--- src/rtl/conv_pe_sched_pkg.sv ---
// Shared definitions for the conv PE scheduler: default widths, IFM buffer
// ring size and the scheduler state encoding.
package conv_pe_sched_pkg;

  localparam int W_SIZE_DEF       = 9;
  localparam int W_CHANNEL_DEF    = 9;
  localparam int W_FRAME_SIZE_DEF = 2;
  localparam int W_DELAY_DEF      = 12;
  localparam int IFM_BUFFER_CNT   = 4;
  localparam int IFM_BUFFER       = 2;

  typedef enum logic [2:0] {
    SCHED_IDLE     = 3'd0,
    SCHED_WAIT_BUF = 3'd1,
    SCHED_RUN      = 3'd2,
    SCHED_DRAIN    = 3'd3,
    SCHED_DONE     = 3'd4
  } sched_state_t;

endpackage

--- src/rtl/conv_pe_loop_cnt.sv ---
// Nested loop counter: chn innermost, then col, then row. Advances one beat
// per enabled cycle and wraps all indices to 0 after the last beat of a frame.
module conv_pe_loop_cnt
  import conv_pe_sched_pkg::*;
#(
  parameter int W_SIZE    = W_SIZE_DEF,
  parameter int W_CHANNEL = W_CHANNEL_DEF
) (
  input  logic                 clk,
  input  logic                 rst,
  input  logic                 clr,
  input  logic                 en,
  input  logic [W_SIZE-1:0]    row_max,
  input  logic [W_SIZE-1:0]    col_max,
  input  logic [W_CHANNEL-1:0] chn_max,
  output logic [W_SIZE-1:0]    row,
  output logic [W_SIZE-1:0]    col,
  output logic [W_CHANNEL-1:0] chn,
  output logic                 row_end,
  output logic                 frame_end
);

  logic chn_end, col_end, row_last;

  assign chn_end   = (chn == chn_max);
  assign col_end   = (col == col_max);
  assign row_last  = (row == row_max);
  assign row_end   = chn_end & col_end;
  assign frame_end = row_end & row_last;

  // Index registers: step chn, carry into col, carry into row, wrap at frame end
  always_ff @(posedge clk or posedge rst) begin
    if (rst) begin
      row <= '0;
      col <= '0;
      chn <= '0;
    end else if (clr) begin
      row <= '0;
      col <= '0;
      chn <= '0;
    end else if (en) begin
      if (!chn_end) begin
        chn <= chn + 1'b1;
      end else begin
        chn <= '0;
        if (!col_end) begin
          col <= col + 1'b1;
        end else begin
          col <= '0;
          row <= row_last ? '0 : row + 1'b1;
        end
      end
    end
  end

endmodule

--- src/rtl/conv_pe_sched.sv ---
// Conv PE frame scheduler: walks row/col/chn beats, gates each row on its IFM
// line buffer, drains the PE pipeline and pulses frame_done per frame.
// Optional build macro CONV_PE_SCHED_PERF_EN adds saturating stall/wait
// cycle counters, cleared on each accepted start.
module conv_pe_sched
  import conv_pe_sched_pkg::*;
#(
  parameter int W_SIZE       = W_SIZE_DEF,
  parameter int W_CHANNEL    = W_CHANNEL_DEF,
  parameter int W_FRAME_SIZE = W_FRAME_SIZE_DEF,
  parameter int W_DELAY      = W_DELAY_DEF,
  parameter int IFM_BUF_CNT  = IFM_BUFFER_CNT,
  parameter int W_IFM_BUF    = IFM_BUFFER
) (
  input  logic                    clk,
  input  logic                    rst,
`ifdef CONV_PE_SCHED_PERF_EN
  output logic [31:0]             perf_stall_cyc,
  output logic [31:0]             perf_wait_cyc,
`endif
  input  logic                    start,
  input  logic [W_SIZE-1:0]       q_width,
  input  logic [W_SIZE-1:0]       q_height,
  input  logic [W_CHANNEL-1:0]    q_channel,
  input  logic [W_FRAME_SIZE-1:0] q_frame_cnt,
  input  logic [W_DELAY-1:0]      q_drain,
  input  logic [IFM_BUF_CNT-1:0]  ifm_buf_ready,
  input  logic                    pe_stall,
  output logic                    c_ctrl_data_run,
  output logic [W_SIZE-1:0]       c_row,
  output logic [W_SIZE-1:0]       c_col,
  output logic [W_CHANNEL-1:0]    c_chn,
  output logic [W_IFM_BUF-1:0]    c_buf_sel,
  output logic                    row_done,
  output logic [IFM_BUF_CNT-1:0]  buf_release,
  output logic                    frame_done,
  output logic                    busy
);

  sched_state_t             state, state_d;
  logic                     run_p0, run_d, accept;
  logic [W_SIZE-1:0]        col_max, row_max;
  logic [W_CHANNEL-1:0]     chn_max;
  logic [W_FRAME_SIZE-1:0]  frame_lim, frame_idx;
  logic [W_DELAY-1:0]       drain_lim, drain_cnt;
  logic [W_DELAY:0]         drain_nxt;
  logic                     drain_hit, row_end, frame_end;

  // A zero count behaves as one: the last index is then 0
  function automatic logic [W_SIZE-1:0] last_idx_size(input logic [W_SIZE-1:0] q);
    return (q == '0) ? '0 : q - 1'b1;
  endfunction

  function automatic logic [W_CHANNEL-1:0] last_idx_chn(input logic [W_CHANNEL-1:0] q);
    return (q == '0) ? '0 : q - 1'b1;
  endfunction

  conv_pe_loop_cnt #(
    .W_SIZE    (W_SIZE),
    .W_CHANNEL (W_CHANNEL)
  ) u_loop_cnt (
    .clk       (clk),
    .rst       (rst),
    .clr       (accept),
    .en        (run_p0),
    .row_max   (row_max),
    .col_max   (col_max),
    .chn_max   (chn_max),
    .row       (c_row),
    .col       (c_col),
    .chn       (c_chn),
    .row_end   (row_end),
    .frame_end (frame_end)
  );

  // DRAIN lasts max(q_drain,1) cycles; the count is widened so it cannot wrap
  assign drain_nxt = {1'b0, drain_cnt} + 1'b1;
  assign drain_hit = (drain_nxt >= {1'b0, drain_lim});

  // Next-state and next-run decision
  always_comb begin
    state_d = state;
    accept  = 1'b0;
    unique case (state)
      SCHED_IDLE: begin
        if (start) begin
          accept  = 1'b1;
          state_d = SCHED_WAIT_BUF;
        end
      end
      SCHED_WAIT_BUF: if (ifm_buf_ready[c_buf_sel]) state_d = SCHED_RUN;
      SCHED_RUN: begin
        if (run_p0 && row_end) state_d = frame_end ? SCHED_DRAIN : SCHED_WAIT_BUF;
      end
      SCHED_DRAIN: if (drain_hit) state_d = SCHED_DONE;
      SCHED_DONE:  state_d = (frame_idx != frame_lim) ? SCHED_WAIT_BUF : SCHED_IDLE;
      default:     state_d = SCHED_IDLE;
    endcase
    run_d = (state_d == SCHED_RUN) && !pe_stall;
  end

  // State and registered PE-valid
  always_ff @(posedge clk or posedge rst) begin
    if (rst) begin
      state  <= SCHED_IDLE;
      run_p0 <= 1'b0;
    end else begin
      state  <= state_d;
      run_p0 <= run_d;
    end
  end

  // Frame configuration captured on an accepted start
  always_ff @(posedge clk or posedge rst) begin
    if (rst) begin
      col_max   <= '0;
      row_max   <= '0;
      chn_max   <= '0;
      frame_lim <= '0;
      drain_lim <= '0;
    end else if (accept) begin
      col_max   <= last_idx_size(q_width);
      row_max   <= last_idx_size(q_height);
      chn_max   <= last_idx_chn(q_channel);
      frame_lim <= q_frame_cnt;
      drain_lim <= q_drain;
    end
  end

  // Frame index within a start and drain cycle counter
  always_ff @(posedge clk or posedge rst) begin
    if (rst) begin
      frame_idx <= '0;
      drain_cnt <= '0;
    end else begin
      if (accept) frame_idx <= '0;
      else if (state == SCHED_DONE && frame_idx != frame_lim) frame_idx <= frame_idx + 1'b1;
      drain_cnt <= (state == SCHED_DRAIN) ? drain_nxt[W_DELAY-1:0] : '0;
    end
  end

  // Buffer select is row mod IFM_BUF_CNT (ring size is a power of two)
  assign c_buf_sel       = c_row[W_IFM_BUF-1:0];
  assign c_ctrl_data_run = run_p0;
  assign row_done        = run_p0 & row_end;
  assign buf_release     = row_done ? (IFM_BUF_CNT'(1) << c_buf_sel) : '0;
  assign frame_done      = (state == SCHED_DONE);
  assign busy            = (state != SCHED_IDLE);

`ifdef CONV_PE_SCHED_PERF_EN
  function automatic logic [31:0] sat_inc(input logic [31:0] v);
    return (v == 32'hFFFF_FFFF) ? v : v + 32'd1;
  endfunction

  // Saturating stall / buffer-wait cycle counters
  always_ff @(posedge clk or posedge rst) begin
    if (rst) begin
      perf_stall_cyc <= '0;
      perf_wait_cyc  <= '0;
    end else if (accept) begin
      perf_stall_cyc <= '0;
      perf_wait_cyc  <= '0;
    end else begin
      if (state == SCHED_RUN && pe_stall) perf_stall_cyc <= sat_inc(perf_stall_cyc);
      if (state == SCHED_WAIT_BUF)        perf_wait_cyc  <= sat_inc(perf_wait_cyc);
    end
  end
`endif

endmodule

--- config.mk ---
export PLATFORM = sky130hd
export DESIGN_NAME = conv_pe_sched
export DESIGN_NICKNAME = d
export VERILOG_FILES = /design/src/rtl/conv_pe_sched_pkg.sv /design/src/rtl/conv_pe_loop_cnt.sv /design/src/rtl/conv_pe_sched.sv
export SDC_FILE = /design/constraint.sdc
export NUM_CORES = 1
export LEC_CHECK = 0
export CAP_MARGIN = 20
export CORE_MARGIN = 2
export CORE_UTILIZATION = 48
export CTS_CLUSTER_DIAMETER = 120
export DETAILED_ROUTE_END_ITERATION = 16
export GPL_TIMING_DRIVEN = 0
export PLACE_DENSITY = 0.83
export SYNTH_ARGS = -nofsm -noshare
export SYNTH_HDL_FRONTEND = slang
export SYNTH_SLANG_ARGS = --single-unit
--- constraint.sdc ---
create_clock -name clk -period 3.2 [get_ports clk]
set_clock_uncertainty 0.05 [all_clocks]
set_input_delay 0.96 -clock clk [delete_from_list [all_inputs] [get_ports clk]]
set_output_delay 0.96 -clock clk [all_outputs]
set_load 0.05 [all_outputs]
# After elaboration in Yosys (flattened, before gate mapping)
# Index checks and enable logic that the tools add are counted.
# op_classes
addsub,8
n_mul,0
n_div,0
magnitude_cmp,2
n_eq_ne,9
shift,1
mux,30
bitwise_logic,3
n_reduce_logical,15
# ops
operator,n
$mux W9,15
$add A9 B1 Y9 const B,3
$eq A9 B9 Y1,3
$logic_not A9 Y1,3
$sub A9 B1 Y9 const B,3
$pmux W3 S5,1
$add A12 B1 Y13 const B,1
$ge A13 B12 Y1,1
$mux W12,1
$mux W3,4
$eq A3 B2 Y1 const B,3
$reduce_bool A2 Y1,4
$mux W2,3
$mux W1,4
$mux W4,1
$shl A1 B2 Y4 const A,1
$and A1 B1 Y1,3
$eq A3 B1 Y1 const B,1
$eq A3 B3 Y1 const B,1
$logic_and A1 B1 Y1,3
$logic_not A3 Y1,1
$lt A2 B3 Y1 const B,1
$reduce_and A3 Y1,1
$reduce_bool A3 Y1,1
other kinds (5),5
# word_totals
ff_bits,86
latch_bits,0
ram_bits,0
romBits,0
inputBits,49
out_inout_bits,37
word_cells,80
memories,0

# Depth between registers and ports, before layout
# Gate-level depths: netlist (run 1).
# depth
word_depth,8
mapped_depth,12

# By module
# From an unflattened synthesis (run 1), not the netlist that was laid out.
# unflattened
hier_cells,531
area_unflattened_um2,4926.0
# modules_own_cells
module,instances,cells_per_inst,area_each_um2,seq_area_each_um2
conv_pe_sched,1,326,3079.2,1476.4
conv_pe_loop_cnt,1,205,1846.8,675.6

# Worst setup path before layout (run 1)
# OpenSTA, ideal clock, no wires.
# synth_timing
path_type,register to output
start,register u_loop_cnt.col[0]
end,output buf_release[0]
arrival_ns,2.151
required_ns,2.190
setup_slack_ns,0.039
path_stages_with_launch,6
path_buffers,1
cell_sequence,dfrtp_1 > xnor2_1 > nand3_1 > nor4_2 > clkbuf_1 > and3_1
# synth_via
elab_chain_len,4
# synth_lines
item,line_no,rtl
start: declaration,conv_pe_loop_cnt.sv:17,"output logic [W_SIZE-1:0] col,"
start signal: assignment,conv_pe_loop_cnt.sv:47,col <= col + 1'b1;
$eq A9 B9 Y1,conv_pe_loop_cnt.sv:26,assign col_end = (col == col_max);
$and A1 B1 Y1,conv_pe_loop_cnt.sv:28,assign row_end = chn_end & col_end;
$and A1 B1 Y1,conv_pe_sched.sv:145,assign row_done = run_p0 & row_end;
$mux W4,conv_pe_sched.sv:146,assign buf_release = row_done ? (IFM_BUF_CNT'(1) << c_buf_sel) : '0;
end: declaration,conv_pe_sched.sv:35,"output logic [IFM_BUF_CNT-1:0] buf_release,"
# Every way passes these cells.

# Worst setup path in the final report (run 1)
# layout_timing
start,register state[1]
end,output busy
# layout_via
elab_chain_len,1
# layout_lines
item,line_no,rtl
start: declaration,conv_pe_sched.sv:40,"sched_state_t state, state_d;"
start signal: assignment,conv_pe_sched.sv:108,state <= state_d;
$reduce_bool A3 Y1,conv_pe_sched.sv:148,assign busy = (state != SCHED_IDLE);
end: declaration,conv_pe_sched.sv:37,output logic busy
# Every way passes these cells.

==> results of run 1 <==
## stage by stage
stage	cells	total power, W
2_1_floorplan	535	0.00247
3_3_place_gp	753	0.00280
3_5_place_dp	755	0.00288
4_1_cts	773	0.00370
5_1_grt	784	0.00405
6_report	784	0.00380
## cell families after synthesis
| group | synth area share |
|---|---|
| buffers and inverters | 0.0408 |
| and+or+nand+nor | 0.230 |
| DFF | 0.441 |
| adders and majority gates | 0.0564 |
| muxes | 0.00872 |
| AOI/OAI and AO/OA | 0.108 |
| xor gates and xnor gates | 0.115 |
## final timing paths
check | end
min in group asynchronous | drain_cnt[5]
min | col_max[8]
max in group asynchronous | u_loop_cnt.chn[5]
max reg2reg | state[1]
min reg2reg | col_max[8]
max | busy
## routing by layer
layer / up-vias / share of wire / global-route usage
met5: - / 0 / 0
met2: 123 / 0.51 / 0.391
met1: 2084 / 0.42 / 0.275
met4: 0 / 0.027 / 0.0924
met3: 27 / 0.044 / 0.0324
li1: 2045 / - / -
## synth_stat cells, drive strengths merged, types with 4 or more instances
cell type  number  area (sq um)
nand2          82           308
nor4            5          52.6
nand3          15          75.1
dfrtp          86          2150
nor3            6          30.0
or3             4          25.0
clkbuf         15          56.3
ha             22           275
o21ai          56           280
buf             4          37.5
xnor2          45           394
nand4          10          62.6
xor2           19           166
nand3b         12          90.1
nor2b          19           119
nor2           38           145
a21oi          23           115
and3           14          87.6
inv            28           105
## sequential cells by signal, indices dropped and copies added, names as in the netlist
signal,flops
c_ctrl_data_run,1
frame_lim,2
u_loop_cnt.chn,9
state,3
chn_max,9
col_max,9
frame_idx,2
u_loop_cnt.col,9
row_max,9
drain_cnt,12
drain_lim,12
u_loop_cnt.row,9
## critical path, cell delays in order, from the launching register on
cell and delay [ps]:
dfrtp_1 370, clkbuf_1 220, or3_1 450, clkdlybuf4s50_1 720
## area by class of cell
type,count,area [sq um],share of cell area
flip-flops and latches,86,2170,0.340
clock inverters,5,58.8,0.00923
plain buffers,19,111,0.0175
multi-input cells,402,2630,0.413
inverters,28,109,0.0171
clock buffers,11,141,0.0222
repair buffers,100,990,0.155
well taps,133,166,0.0261
## power groups by stage
stage,Combinational [W],Clock (W),Sequential (W)
2_1_floorplan,0.000885,0,0.00158
3_3_place_gp,0.00124,0,0.00156
3_5_place_dp,0.00130,0,0.00158
4_1_cts,0.00136,0.000787,0.00156
5_1_grt,0.00162,0.000830,0.00160
6_report,0.00145,0.000777,0.00157
## repair_timing
item,in CTS,in global routing
endpoints found under the setup margin,5,14
buffers inserted,2,11
resized for setup,41,27
pin swaps,4,6
==> results.txt, run 1 <==
status -> finished clean
number of DRC markers in iteration 0 -> 201
dpl ws -> -486 ps
I/O pin count -> 86
final core occ -> 0.649
P_sw -> 0.00144 W
Gate Count Post-Synth -> 535
number of antenna violations at the first check in global routing -> 0
PortBufs -> 85
Pint -> 0.00236 W
Synth async-reset ratio -> 1.00
yosys warns -> 0
post-synthesis cell type count -> 45
fillers -> 809
Critical Path RT -> 2190 ps
Antenna Nets Post-Route -> 0
WL/cell -> 15.2 microns
Max H-tree Level -> 3
DIE AREA -> 11000 sq um
TritonCTS Buffers -> 9
switching share of power -> 0.379
#FFs+latches synth -> 86
DRC viols -> 0
Max Fclk -> 319 MHz
Data arrival, critical path -> 2120 ps
Worst Path Class, Setup -> reg -> out
Core Area -> 9820 sq um
post-synthesis sequential area ratio -> 0.441
Final Critical Period -> 3130 ps
CP startpoint -> state[1]
vias in the first global route -> 4335
deepest clock path buffer count -> 2
most frequent cells in the layout -> nand2_1 (80), clkdlybuf4s50_1 (79), dfrtp_1 (75)
Final Max Tran Viols -> 0
DIE WIDTH -> 105 microns
CTS sink count -> 86
NumNets Final -> 717
Hold Path Class -> reg -> reg
Reg-to-Reg Start -> drain_cnt[0]
Fin Setup TNS -> 0 ps
effective utilization at floorplan -> 0.497
largest net degree at the start of global routing -> 38
drt via density -> 5.46
Slew HR -> 0.387
leak pwr -> 2.75 nW
syn avg cell area -> 9.12 sq um
Hold Slack -> 445 ps
area grow syn2layout -> 30.6%
final global-route overflow total -> 0
max cap viols -> 0
Clock Latency Late Sink -> 360 ps
fin crit share -> 0.979
placed instance area -> 5940 sq um
CTS tree -> built
top_reg_cell synth -> dfrtp_1
all-layer global routing usage -> 0.223
via count -> 4279
setup ws final -> 67.0 ps
hold_sp -> col_max[8]
Crit. End Element -> output pin
# hold bufs at CTS -> 0
Max rail drop VDD -> 0.000328 V
iteration count of the initial detailed-routing pass -> 5
WHS Path Cells -> 2
sequential share of power -> 0.413
share of layout cells above drive strength 1 -> 0.117
Ant. Diodes -> 0
Root Buffer -> clkbuf_8
power per cell area -> 596 nW/um^2
Final GP Congestion -> 0.811
first-pass GRT wire length -> 20000 microns
R2R cell count -> 12
setup violators final -> 0
Clock power frac -> 0.205
Syn Nets -> 606
cell area after layout -> 6370 sq um
Max FO, Critical Path -> 9
Final Hold Fails -> 0
Die H -> 105 microns
CP Launch Type -> flip-flop
row cnt -> 36
most common cell after layout, fill and taps aside -> nand2_1
clock-pin slew on the worst setup and hold paths -> 90 ps
HPWL Detailed -> 8770 microns
Logic pwr share -> 0.382
reg-to-reg setup timing slack -> 390 ps
Synth Cell Area -> 4880 sq um
Tightest Pin Transition -> 909 ps
Post-synth EDFFs -> 0
WL final -> 11900 microns
Note: power is estimated with default switching activity, not from simulation.
==> inputs of run 2 (changes only) <==
Settings changed: GPL_TIMING_DRIVEN 0 to default, PLACE_DENSITY 0.83 to 0.77.
==> run 2 against run 1 <==
Compared with the run above:
- final cell count down 3.2%
- flip-flop and latch count is the same
- global-route usage decreased by 0.76 points
- critical path depth unchanged
- critical path type unchanged
- sequential power about the same
- largest cell class unchanged
==> results.txt, run 2 (same netlist as run 1, synthesis figures left out) <==
setup violators final -> 0
biggest regs -> drain_cnt x12, drain_lim x12
Antenna Nets Post-Route -> 0
status -> finished clean
final global-route overflow total -> 0
Worst Path Buf+Inv -> 1
Max FO, Critical Path -> 9
Hold Path Class -> reg -> reg
PortBufs -> 85
# hold bufs at CTS -> 0
first-pass GRT wire length -> 19300 microns
CTS tree -> built
Final Critical Period -> 3080 ps
area grow syn2layout -> 26.5%
most common cell after layout, fill and taps aside -> dfrtp_1
RSZ-0062 raised after global routing -> no
Data arrival, critical path -> 2070 ps
vias in the first global route -> 4070
Die H -> 105 microns
DRC viols -> 0
Final Max Tran Viols -> 0
Slew HR -> 0.374
largest net degree at the start of global routing -> 87
Tightest Pin Transition -> 927 ps
WL final -> 11100 microns
Clock Latency Late Sink -> 360 ps
DIE AREA -> 11000 sq um
clock-pin slew on the worst setup and hold paths -> 90 ps
iteration count of the initial detailed-routing pass -> 4
all-layer global routing usage -> 0.216
most frequent cells in the layout -> dfrtp_1 (86), nand2_1 (82), clkdlybuf4s50_1 (80)
Final GP Congestion -> 0.839
Worst Path Class, Setup -> reg -> out
Max Fclk -> 324 MHz
crit-path cells -> nor2_1, and2_1, clkdlybuf4s50_1
Core Area -> 9820 sq um
CTS sink count -> 86
Crit path largest cell delay -> 830 ps
Fin Setup TNS -> 0 ps
CP Launch Type -> flip-flop
HPWL Detailed -> 8230 microns
TritonCTS Buffers -> 9
slowest CP cell -> clkdlybuf4s50_1
fin crit share -> 0.964
DIE WIDTH -> 105 microns
max cap viols -> 0
deepest clock path buffer count -> 2
Max rail drop VDD -> 0.000379 V
share of layout cells above drive strength 1 -> 0.0655
family with the most delay on the worst path -> buffers and inverters
I/O pin count -> 86
effective utilization at floorplan -> 0.497
Ant. Diodes -> 0
NumNets Final -> 692
via count -> 4085
number of DRC markers in iteration 0 -> 203
WL/cell -> 14.7 microns
Max H-tree Level -> 3
final core occ -> 0.629
Crit. End Element -> output pin
Final Hold Fails -> 0
row cnt -> 36
Root Buffer -> clkbuf_8
Critical Path RT -> 2190 ps
total power -> 0.00371 W
power per cell area -> 601 nW/um^2
drt via density -> 5.38
number of antenna violations at the first check in global routing -> 0
leak pwr -> 2.64 nW
-- run 2: changes by cell type in the layout (fill, tap and decap cells not counted), sizes merged --
cell,previous run,this run
clkinvlp,3,2
inv,27,29
bufinv,1,2
clkdlybuf4s50,79,80
clkbuf,26,9
buf,24,14
dlymetal6s2s,1,0
-- run 2: area by class of cell --
type,instances,area (sq um)
clock buffers,9,124
repair buffers,94,981
inverters,28,109
multi-input cells,402,2540
fillers,852,3650
well taps,133,166
clock inverters,7,95.1
flip-flops and latches,86,2150
-- run 2: timing repair --
item	in CTS	in global routing
resized for setup	0	2
buffers inserted	0	0
endpoints found under the setup margin	0	5
endpoints found under the hold margin	0	0
-- run 2: tightest hold or removal path, cell delays in order, from the launching register on --
cell and delay (ps):
dfrtp_1 360, nand2_1 50, nand2_1 50
-- run 2: where the power goes --
group	total, W	leakage (nW)	switching, W	internal, W
logic	0.00126	1.40	0.000741	0.000524
registers	0.00159	1.13	0.000224	0.00137
clock network	0.000851	0.110	0.000409	0.000442
-- run 2: path summary, 6_finish.rpt --
| check | startpoint | to | slack (ps) | depth (start not counted) |
|---|---|---|---|---|
| setup / recovery | state[1] | frame_done | 120 | 3 |
| hold / removal | drain_lim[0] | drain_lim[0] | 440 | 2 |
| setup reg to reg | drain_cnt[0] | state[1] | 360 | 12 |
| hold reg to reg | drain_lim[0] | drain_lim[0] | 440 | 2 |
| max in group asynchronous | rst | u_loop_cnt.chn[4] | 1720 | 3 |
| min in group asynchronous | rst | u_loop_cnt.row[4] | 1010 | 3 |
-- run 2: through the flow --
stage	hold slack, ps	instances	setup WS (ps)	cell area, sq um
after global routing	473	759	19.0	6170
after floorplan	402	535	38.7	4880
after CTS	449	759	109	6160
after detailed placement	426	743	16.9	5940
after global placement	424	743	133	5940
final	444	759	117	6170
-- run 2: per-layer routing --
metal	global-route usage	up-vias	wire length, microns
met4	0.0876	0	182
li1	-	1982	-
met5	0	-	0
met3	0.0306	13	473
met2	0.372	96	5750
met1	0.272	1994	4720
==> inputs of run 3 (changes only) <==
Settings changed: CORE_UTILIZATION 48 to 25, CTS_BUF_LIST from default to sky130_fd_sc_hd__clkbuf_8, PLACE_DENSITY 0.77 to 0.48.
==> run 3 against run 2 <==
Compared with the run above:
- critical path depth decreased by 1
- final cell count grew 18%
- combinational power is essentially flat
- routed wire length rose by 8.0%
- sequential power is essentially flat
==> results.txt, run 3 (same netlist as run 1, synthesis figures left out) <==
status -> finished clean
row cnt -> 51
slowest CP cell -> clkdlybuf4s50_1
first-pass GRT wire length -> 20100 microns
max cap viols -> 0
cell area after layout -> 6330 sq um
Tightest Pin Transition -> 902 ps
final global-route overflow total -> 0
dpl ws -> 202 ps
share of layout cells above drive strength 1 -> 0.0668
Hold Path Class -> reg -> reg
WL final -> 12000 microns
setup ws final -> 166 ps
WHS Path Cells -> 2
R2R cell count -> 12
iteration count of the initial detailed-routing pass -> 5
drt via density -> 4.44
Critical Path RT -> 2190 ps
Clock Latency Late Sink -> 360 ps
power per cell area -> 567 nW/um^2
Die H -> 144 microns
number of antenna violations at the first check in global routing -> 0
leak pwr -> 2.67 nW
deepest clock path buffer count -> 2
TritonCTS Buffers -> 9
Crit path largest cell delay -> 730 ps
HPWL Detailed -> 8950 microns
Final Max Tran Viols -> 0
most common cell after layout, fill and taps aside -> dfrtp_1
Max FO, Critical Path -> 9
Max rail drop VDD -> 0.000217 V
NumNets Final -> 695
CP Launch Type -> flip-flop
Core Area -> 19300 sq um
Final Critical Period -> 3030 ps
Fin Setup TNS -> 0 ps
biggest regs -> drain_cnt x12, drain_lim x12
Final GP Congestion -> 0.739
family with the most delay on the worst path -> buffers and inverters
Max Fclk -> 330 MHz
fin crit share -> 0.948
DRC viols -> 0
r2r endpoint -> state[1]
most frequent cells in the layout -> dfrtp_1 (86), nand2_1 (82), clkdlybuf4s50_1 (79)
PortBufs -> 85
I/O pin count -> 86
all-layer global routing usage -> 0.122
Max H-tree Level -> 3
hold_sp -> drain_lim[0]
DIE WIDTH -> 144 microns
CTS sink count -> 86
effective utilization at floorplan -> 0.252
Worst Path Buf+Inv -> 1
DIE AREA -> 20700 sq um
vias in the first global route -> 3981
number of DRC markers in iteration 0 -> 204
Antenna Nets Post-Route -> 0
Worst Path Class, Setup -> reg -> out
area grow syn2layout -> 29.8%
Hold Slack -> 438 ps
clock-pin slew on the worst setup and hold paths -> 90 ps
Reg-to-Reg Start -> drain_cnt[0]
reg-to-reg setup timing slack -> 460 ps
Crit. End Element -> output pin
Root Buffer -> clkbuf_8
crit-path cells -> or3_1, clkdlybuf4s50_1
Slew HR -> 0.391
Data arrival, critical path -> 2020 ps
Ant. Diodes -> 0
largest net degree at the start of global routing -> 53
Final Hold Fails -> 0
setup violators final -> 0
via count -> 3973
CTS tree -> built
placed instance area -> 6130 sq um
WL/cell -> 13.4 microns
Hold Path End -> drain_lim[0]
# hold bufs at CTS -> 0
==> run 3: power by group <==
part	switching [W]	internal, W	total, W
logic	0.000727	0.000528	0.00125
clock network	0.000406	0.000341	0.000747
registers	0.000225	0.00137	0.00159
total	0.00136	0.00224	0.00359
==> run 3: area by class of cell <==
cell class	instances	area, sq um
multi-input combinational	402	2540
tap	265	332
clock buffer	12	165
inverter	28	109
clock inverter	4	22.5
timing repair buffer	97	1020
fill	2019	13000
sequential	86	2150
==> run 3: worst min-delay path, stage by stage, from the launching register on <==
cell and delay, ps:
dfrtp_1 350, nand2_1 50, nand2_1 50
==> run 3: repair_timing <==
| action | in CTS | in global routing |
|---|---|---|
| resized for setup | 0 | 1 |
| endpoints found under the setup margin | 0 | 2 |
| setup buffers | 0 | 2 |
==> run 3: per-stage QoR <==
step                       util  power (W)  instances
after global routing      0.328    0.00390        894
after global placement    0.317    0.00286        876
after floorplan               -    0.00247        535
after CTS                 0.327    0.00366        892
after detailed placement  0.317    0.00290        876
final                     0.328    0.00359        894
==> run 3: per-layer routing <==
layer	track usage	vias up	routed length (microns)	part of all wire
li1	-	1990	-	-
met1	0.164	1903	5780	0.48
met2	0.201	70	5670	0.47
met3	0.0203	10	418	0.035
met4	0.0387	0	139	0.012
met5	0	-	0	0
==> run 3: worst max path at each step <==
stage | start | to | slack (ps) | depth (start not counted)
floorplan | u_loop_cnt.col[0] | buf_release[0] | 40 | 5
CTS | state[0] | frame_done | 60 | 3
global route | u_loop_cnt.chn[5] | buf_release[3] | -1 | 6
detailed placement | q_height[5] | row_max[7] | 200 | 4
global placement | q_width[0] | col_max[7] | 270 | 9
finish | state[1] | busy | 170 | 2
